$ cat config.mk
export PLATFORM = sky130hd
export DESIGN_NAME = wave_gen
export DESIGN_NICKNAME = d
export VERILOG_FILES = /design/src/rtl/wave_gen.sv
export SDC_FILE = /design/constraint.sdc
export NUM_CORES = 1
export LEC_CHECK = 0
export ABC_AREA = 1
export BUFFER_PORTS_ARGS = -buffer_cell sky130_fd_sc_hd__buf_2
export CAP_MARGIN = 15
export CORE_MARGIN = 3
export CORE_UTILIZATION = 45
export DETAILED_ROUTE_END_ITERATION = 6
export SETUP_SLACK_MARGIN = 0.3
export SLEW_MARGIN = 20
export SYNTH_ARGS = -nofsm -noshare
export SYNTH_HDL_FRONTEND = slang
export SYNTH_SLANG_ARGS = --single-unit
$ cat constraint.sdc
create_clock -name clk -period 5.1 [get_ports clk]
set_input_delay 1.02 -clock clk [delete_from_list [all_inputs] [get_ports clk]]
set_output_delay 1.02 -clock clk [all_outputs]
set_load 0.02 [all_outputs]
$ cat src/rtl/wave_gen.sv
// wave_gen: bank of independent waveform generators (triangle, sawtooth,
// square, hold) behind a simple valid/ready register bus. Each channel has
// CTRL/DIV/VALUE registers; out carries every channel's current sample.
module wave_gen #(
  parameter int CHANNELS = 2,
  parameter int WIDTH    = 8
) (
  input  logic                      clk,
  input  logic                      reset,
  input  logic                      valid,
  output logic                      ready,
  input  logic [3:0]                wstrb,
  input  logic [31:0]               addr,
  input  logic [31:0]               wdata,
  output logic [31:0]               rdata,
  output logic [CHANNELS*WIDTH-1:0] out,
  output logic [CHANNELS-1:0]       sync
);

  typedef enum logic [1:0] {
    MODE_TRI  = 2'd0,
    MODE_SAW  = 2'd1,
    MODE_SQR  = 2'd2,
    MODE_HOLD = 2'd3
  } mode_e;

  typedef enum logic [1:0] {
    REG_CTRL  = 2'd0,
    REG_DIV   = 2'd1,
    REG_VALUE = 2'd2,
    REG_RSVD  = 2'd3
  } reg_e;

  localparam logic [WIDTH-1:0] MAX = '1;

  // Per-channel state
  logic [CHANNELS-1:0]            en_q;
  logic [CHANNELS-1:0][1:0]       mode_q;
  logic [CHANNELS-1:0][31:0]      div_q;
  logic [CHANNELS-1:0][31:0]      cnt_q;
  logic [CHANNELS-1:0][WIDTH-1:0] sample_q;
  logic [CHANNELS-1:0]            down_q;

  // Step results, used only when a channel's counter reaches DIV
  logic [CHANNELS-1:0][WIDTH-1:0] nxt_sample;
  logic [CHANNELS-1:0]            nxt_down;
  logic [CHANNELS-1:0]            nxt_sync;

  // Bus decode
  logic                accept;
  reg_e                reg_sel;
  logic [2:0]          ch_sel;
  logic [31:0]         rd_value;
  logic [CHANNELS-1:0] wr_ctrl;
  logic [CHANNELS-1:0] wr_div;

  // Only addr[6:2] selects anything; the rest of the address is don't-care.
  logic unused_addr;
  assign unused_addr = ^{addr[31:7], addr[1:0]};

  // A request is taken only while ready is low, which forces a gap cycle.
  assign accept  = valid && !ready;
  assign reg_sel = reg_e'(addr[3:2]);
  assign ch_sel  = addr[6:4];
  assign out     = sample_q;

  // Merge the strobed bytes of wdata into an existing register value.
  function automatic logic [31:0] merge_bytes(input logic [31:0] old_val,
                                              input logic [31:0] new_val,
                                              input logic [3:0]  strb);
    logic [31:0] res;
    for (int b = 0; b < 4; b++) begin
      res[8*b +: 8] = strb[b] ? new_val[8*b +: 8] : old_val[8*b +: 8];
    end
    return res;
  endfunction

  // Read mux and write decode; unmatched channel fields read 0 and write nothing.
  always_comb begin
    // NOTE: every output of a combinational block gets a default first, so no path leaves it unassigned and no latch is inferred.
    rd_value = '0;
    wr_ctrl  = '0;
    wr_div   = '0;
    for (int n = 0; n < CHANNELS; n++) begin
      if (ch_sel == 3'(n)) begin
        case (reg_sel)
          REG_CTRL:  rd_value = {29'd0, mode_q[n], en_q[n]};
          REG_DIV:   rd_value = div_q[n];
          REG_VALUE: rd_value = 32'(sample_q[n]);
          default:   rd_value = '0;
        endcase
        wr_ctrl[n] = accept && (wstrb != 4'h0) && (reg_sel == REG_CTRL);
        wr_div[n]  = accept && (wstrb != 4'h0) && (reg_sel == REG_DIV);
      end
    end
  end

  // Next sample, direction and period marker for a step in each mode.
  always_comb begin
    nxt_sample = sample_q;
    nxt_down   = down_q;
    nxt_sync   = '0;
    for (int n = 0; n < CHANNELS; n++) begin
      case (mode_e'(mode_q[n]))
        MODE_TRI: begin
          if (sample_q[n] == MAX) begin
            nxt_sample[n] = MAX - WIDTH'(1);
            nxt_down[n]   = 1'b1;
          end else if (sample_q[n] == '0) begin
            nxt_sample[n] = WIDTH'(1);
            nxt_down[n]   = 1'b0;
            nxt_sync[n]   = 1'b1;
          end else if (down_q[n]) begin
            nxt_sample[n] = sample_q[n] - WIDTH'(1);
          end else begin
            nxt_sample[n] = sample_q[n] + WIDTH'(1);
          end
        end
        MODE_SAW: begin
          nxt_sample[n] = sample_q[n] + WIDTH'(1);
          nxt_sync[n]   = (sample_q[n] == MAX);
        end
        MODE_SQR: begin
          nxt_sample[n] = (sample_q[n] == '0) ? MAX : '0;
          nxt_sync[n]   = (sample_q[n] == '0);
        end
        default: begin
          nxt_sample[n] = sample_q[n];
        end
      endcase
    end
  end

  // Bus handshake, register writes and per-channel waveform sequencing.
  always_ff @(posedge clk) begin
    // NOTE: state registers use non-blocking assignments so every flop samples the pre-edge values regardless of statement order.
    if (reset) begin
      // NOTE: the register file is built from flops, not RAM, so every entry can be cleared here like any other state.
      ready    <= 1'b0;
      rdata    <= '0;
      en_q     <= '0;
      mode_q   <= '0;
      div_q    <= '0;
      cnt_q    <= '0;
      sample_q <= '0;
      down_q   <= '0;
      sync     <= '0;
    end else begin
      ready <= accept;
      if (accept) begin
        rdata <= rd_value;
      end
      for (int n = 0; n < CHANNELS; n++) begin
        if (wr_ctrl[n] && wstrb[0]) begin
          en_q[n]   <= wdata[0];
          mode_q[n] <= wdata[2:1];
        end
        if (wr_div[n]) begin
          div_q[n] <= merge_bytes(div_q[n], wdata, wstrb);
        end

        if (wr_ctrl[n] || wr_div[n] || !en_q[n] || (div_q[n] == '0)) begin
          // Configuration change or idle channel: restart from the cleared state.
          cnt_q[n]    <= '0;
          sample_q[n] <= '0;
          down_q[n]   <= 1'b0;
          sync[n]     <= 1'b0;
        end else if (cnt_q[n] == div_q[n]) begin
          // counter never exceeds DIV, so DIV=FFFFFFFF cannot overflow it
          cnt_q[n]    <= '0;
          sample_q[n] <= nxt_sample[n];
          down_q[n]   <= nxt_down[n];
          sync[n]     <= nxt_sync[n];
        end else begin
          cnt_q[n] <= cnt_q[n] + 32'd1;
          sync[n]  <= 1'b0;
        end
      end
    end
  end

endmodule

Yosys cells after proc, flatten, opt, wreduce, memory -nomap -nowiden --
Cells that the tools add are included.
Storage, ports and cells: output and inout bits 51, flip-flop bits (word level) 187, memory bits (read-only) 0, memory bits (writable) 0, memories kept 0, bits in latches 0
Operators by class: shift operators 0, bitwise gates (word level) 2, divide/modulo/power cells 0, $add $sub $neg 6, $mul 0, reductions and logical operators 46, muxes and demuxes 28, magnitude comparators 0, equality and inequality tests 11
Operator list (count):
- $pmux 32 s3 | 2
- $add 32x1->32 const B | 2
- $eq 32x32->1 | 2
- $logic_not 32->1 | 2
- $mux 32 | 2
- $mux 8 | 8
- $pmux 8 s3 | 2
- $reduce_and 2->1 | 10
- $add 8x1->8 const B | 2
- $eq 8x8->1 const B | 2
- $logic_not 8->1 | 2
- $sub 8x1->8 const B | 2
- $mux 1 | 12
- $reduce_or 3->1 | 4
- $eq 2x1->1 const B | 3
- $eq 2x2->1 const B | 3
- $logic_and 1x1->1 | 6
- $logic_not 2->1 | 3
- $logic_or 1x1->1 | 6
- $pmux 1 s3 | 2
- $reduce_and 3->1 | 2
- $reduce_bool 3->1 | 2
- $reduce_bool 2->1 | 2
- $reduce_bool 4->1 | 1
- 5 further kinds | 9

Depth between registers and ports, before layout --
word-level depth 9, gate-level depth with buffers 13

Least setup slack after synthesis --
Ideal clock, no wire load.
path kind input-to-reg, from in valid, to reg div_q[54] (netlist name), arrival time 2.024 ns, stages on the path 10, buffers on the path 1, setup slack 2.957 ns, cell sequence inv_1 -> nor2_4 -> inv_2 -> nor2_8 -> nand3_2 -> nor2_1 -> inv_2 -> buf_2 -> o21ai_1 -> a21oi_1
On the way: longest elaborated chain between the ends 5
Ends and longest elaborated chain:
- from (decl) | line 10 | input logic valid,
- $logic_and 1x1->1 | line 62 | assign accept = valid && !ready;
- $logic_and 1x1->1 (2 in series) | line 93 | wr_div[n] = accept && (wstrb != 4'h0) && (reg_sel == REG_DIV);
- $mux 1 | line 85 | if (ch_sel == 3'(n)) begin
- $reduce_and 2->1 (no source line)
- to (signal, indexed assignment) | line 159 | div_q[n] <= merge_bytes(div_q[n], wdata, wstrb);
- to (decl) | line 39 | logic [CHANNELS-1:0][31:0] div_q;
Every way passes these cells. A chain may end at the register's enable or synchronous reset.

Worst setup path after layout --
from in valid, to reg cnt_q[54] (netlist name)
On the way: longest elaborated chain between the ends 8, elaborated cells on any way between the ends 10, those cells by class 2 x mux; 8 x reduce/logical
Ends and longest elaborated chain:
- $logic_and 1x1->1 (*) | line 62
- $logic_and 1x1->1 (*) | line 92, 93
- $logic_and 1x1->1 (on tied branches) | line 92, 93
- $mux 1 | line 85
- $logic_or 1x1->1 (*) (3 in series) | line 162 | if (wr_ctrl[n] || wr_div[n] || !en_q[n] || (div_q[n] == '0)) begin
- $reduce_or 3->1 (no source line) (*)
- to (signal, indexed assignment) | line 175 | cnt_q[n] <= cnt_q[n] + 32'd1;
- to (decl) | line 40 | logic [CHANNELS-1:0][31:0] cnt_q;
Mark *: on every way between the ends. The rest lies on a longest branch, timed or not.

==> metrics.cfg <==
[route]
vias_per_cell=5.21
routed_wirelength_um=31600
via_count=10300
route.antenna.remaining_nets=0
post_drt_wl_per_cell_um=15.9
drt_iter0_drc=731
drc_errors=0
dr.pass1.iters=4

[die]
die_y_um=160
num_io_pins=122
die_x_um=160
fp-row-count=55
start_util_pct=46.6
dieArea_um2=25700
core_um2=23000

[sta]
min_period_ps=3210
worstMarginPinSlew_ps=850
hold_slack_ps=469
report.final.hold_viol_count=0
timing.final.crit_share_pct=63.0
slew_viol_final=0
tns_ps=0
max_freq_mhz=311
skew_ps=17.3
slew_headroom_pct=43.1
setup_viol=0
rsz0062_at_grt=no

[synthesis]
synth_top_area_share_pct=35.0
yosysTopAreaCell=dfxtp_1
synth_edf_count=0
async_reset_ff_share_pct=0
syn_avg_cell_area_um2=6.73
synth_nets=1679
yosysWarnings=0
synth_cells=1591
ys_ff_latch=187
synth_cell_types=44
ys.flop_type=dfxtp_1
synthTopCellsByArea=dfxtp_1 (35%), nand2_1 (14%), a21oi_1 (6.1%)
syn_area_um2=10700
yosysMostFrequentCell=nand2_1
ys_top_cells_by_count=nand2_1 (399), dfxtp_1 (187), inv_1 (168)
ys_seq_area_share_pct=35.0

[critical_path]
worstPathRequired_ps=5380
start_kind=input port
crit_family=simple AND/OR/NAND/NOR gates
crit_chain=buf_2, inv_1, nor2_4, inv_2, nor2_8, nand3_2, nand4_2, nor2_4, nand2_2, nor3_1
cp_slowest_stage_delay_ps=630
cp-end-kind=register
crit_buf_inv=3
cpMaxStageDelayCell=nand2_2
cp_max_fo=32
arrival_ps=3490
crit_path_frequent_cell=nor2_4
crit_type=input port to register

[place]
port-buffer-count=94
place.gp.congestion=0.911
dp.cells=1953
hpwlAfterDp_um=24200

[clock_network]
clk_latency_ps=430
cts_root_buf=clkbuf_16
tritoncts=built
post_cts_resized=0
post_cts_buffers=0
cts_buffers=17
clkTransAtPathRegs_ps=70
holdBufCountCts=0
htreeDepth=4
cts_buffer_depth=2
cts.sinks=187

[run_status]
outcome=finished clean

[power]
vdd_drop_max_v=0.000211
powerDensity_nw_per_um2=247
power_mw=2.94
p_sw_mw=0.737
p_clk_share_pct=44.0
p_comb_share_pct=5.9
p_sw_share_pct=25.0
power.internal_mw=2.21
seq_power_share_pct=50.0
leakagePower_nw=4.66

[cells_and_area]
area_delta_synth_final_pct=11.2
multi_input_area_um2=5970
drive_above_1_share_pct=14.9
final_util_pct=51.8
seq_area_um2=3740
fill_cells=2421
final_nets=1747
stdcell_count=1985
diodes=0

[global_routing]
antenna_found_initial=0
grt_max_degree=78
grt_pass1_wl_um=50900
grt_overflow_total=0
grt_pass1_vias=9357
grt_usage_pct=24.5

[worst_hold_path]
hold_class=register to register

[run]
drv_cap=0

-- area by class of cell --
type	instances	area share, %
inverter	204	6.43
tap	313	3.29
clock inverter	13	1.01
clock buffer	19	3.72
sequential	187	31.4
multi-input combinational	1154	50.1
timing repair buffer	95	4.01
-- state kept, by name, summed over array words and instances, names as in the netlist --
register / cells
out: 16
mode_q: 4
rdata: 32
ready: 1
en_q: 2
div_q: 64
cnt_q: 64
sync: 2
down_q: 2
-- per-stage QoR --
stage / cell area (um2) / setup WS [ps]
finish: 11900 / 1890
global route: 11900 / 1690
CTS: 11900 / 1900
detailed placement: 11300 / 1450
global placement: 11300 / 1480
floorplan: 10700 / 2960
-- cell usage in the layout, fill, tap and decap left out, types with 3 or more instances in the layout --
cell type,count
nor3b_2,5
nand2_1,399
clkinv_1,4
nand2_2,11
nor4_1,11
inv_1,167
nor3_2,7
nor2_1,140
buf_2,94
clkbuf_16,17
or2_2,6
xnor2_1,34
ha_1,17
clkinvlp_4,3
dfxtp_1,187
nand4_1,31
inv_2,33
nor2_2,15
o21ai_0,94
nand2_4,3
xor2_1,17
a21oi_1,130
o22ai_1,41
or2_1,3
nand4_2,3
a21oi_2,19
o211ai_1,6
nand3_1,77
nand3_2,4
clkinv_2,3
nor2_4,8
nor3_1,28
clkinv_4,5
nor3_4,5
o21ai_1,27
-- worst paths after layout --
| check | start | to | slack (ps) | depth (start not counted) |
|---|---|---|---|---|
| max | valid | cnt_q[54] | 1890 | 10 |
| min | rdata[24] | rdata[24] | 470 | 2 |
| max reg2reg | ready | cnt_q[54] | 2240 | 8 |
| min reg2reg | rdata[24] | rdata[24] | 470 | 2 |
-- worst min-delay path, stage by stage, from the launching register on --
cell,delay (ps)
dfxtp_1,310
nand2_1,60
a21oi_1,50
-- power by group through the flow --
stage	Sequential (mW)	Combinational [mW]	Clock, mW
floorplan	1.51	0.102	0
global placement	1.51	0.173	0
detailed placement	1.51	0.172	0
CTS	1.47	0.173	1.32
global route	1.47	0.191	1.37
finish	1.47	0.174	1.30
-- logic make-up (layout without fill, tap and decap cells) --
family	after synthesis	in the layout	share of synthesized area, %
and+or+nand+nor	766	766	33.3
AOI/OAI and AO/OA	320	320	16.3
adders and majority gates	17	17	1.99
xor gates and xnor gates	51	51	4.17
DFF	187	187	35.0
buffers and inverters	250	331	9.29
-- routing by layer --
layer	up-vias	GRT usage [%]	routed length (um)
met5	-	0	0
li1	5326	-	-
met3	37	3.76	1570
met2	280	37.6	14000
met4	0	6.79	686
met1	4701	35.7	15300
Note: power is estimated with default switching activity, not from simulation.
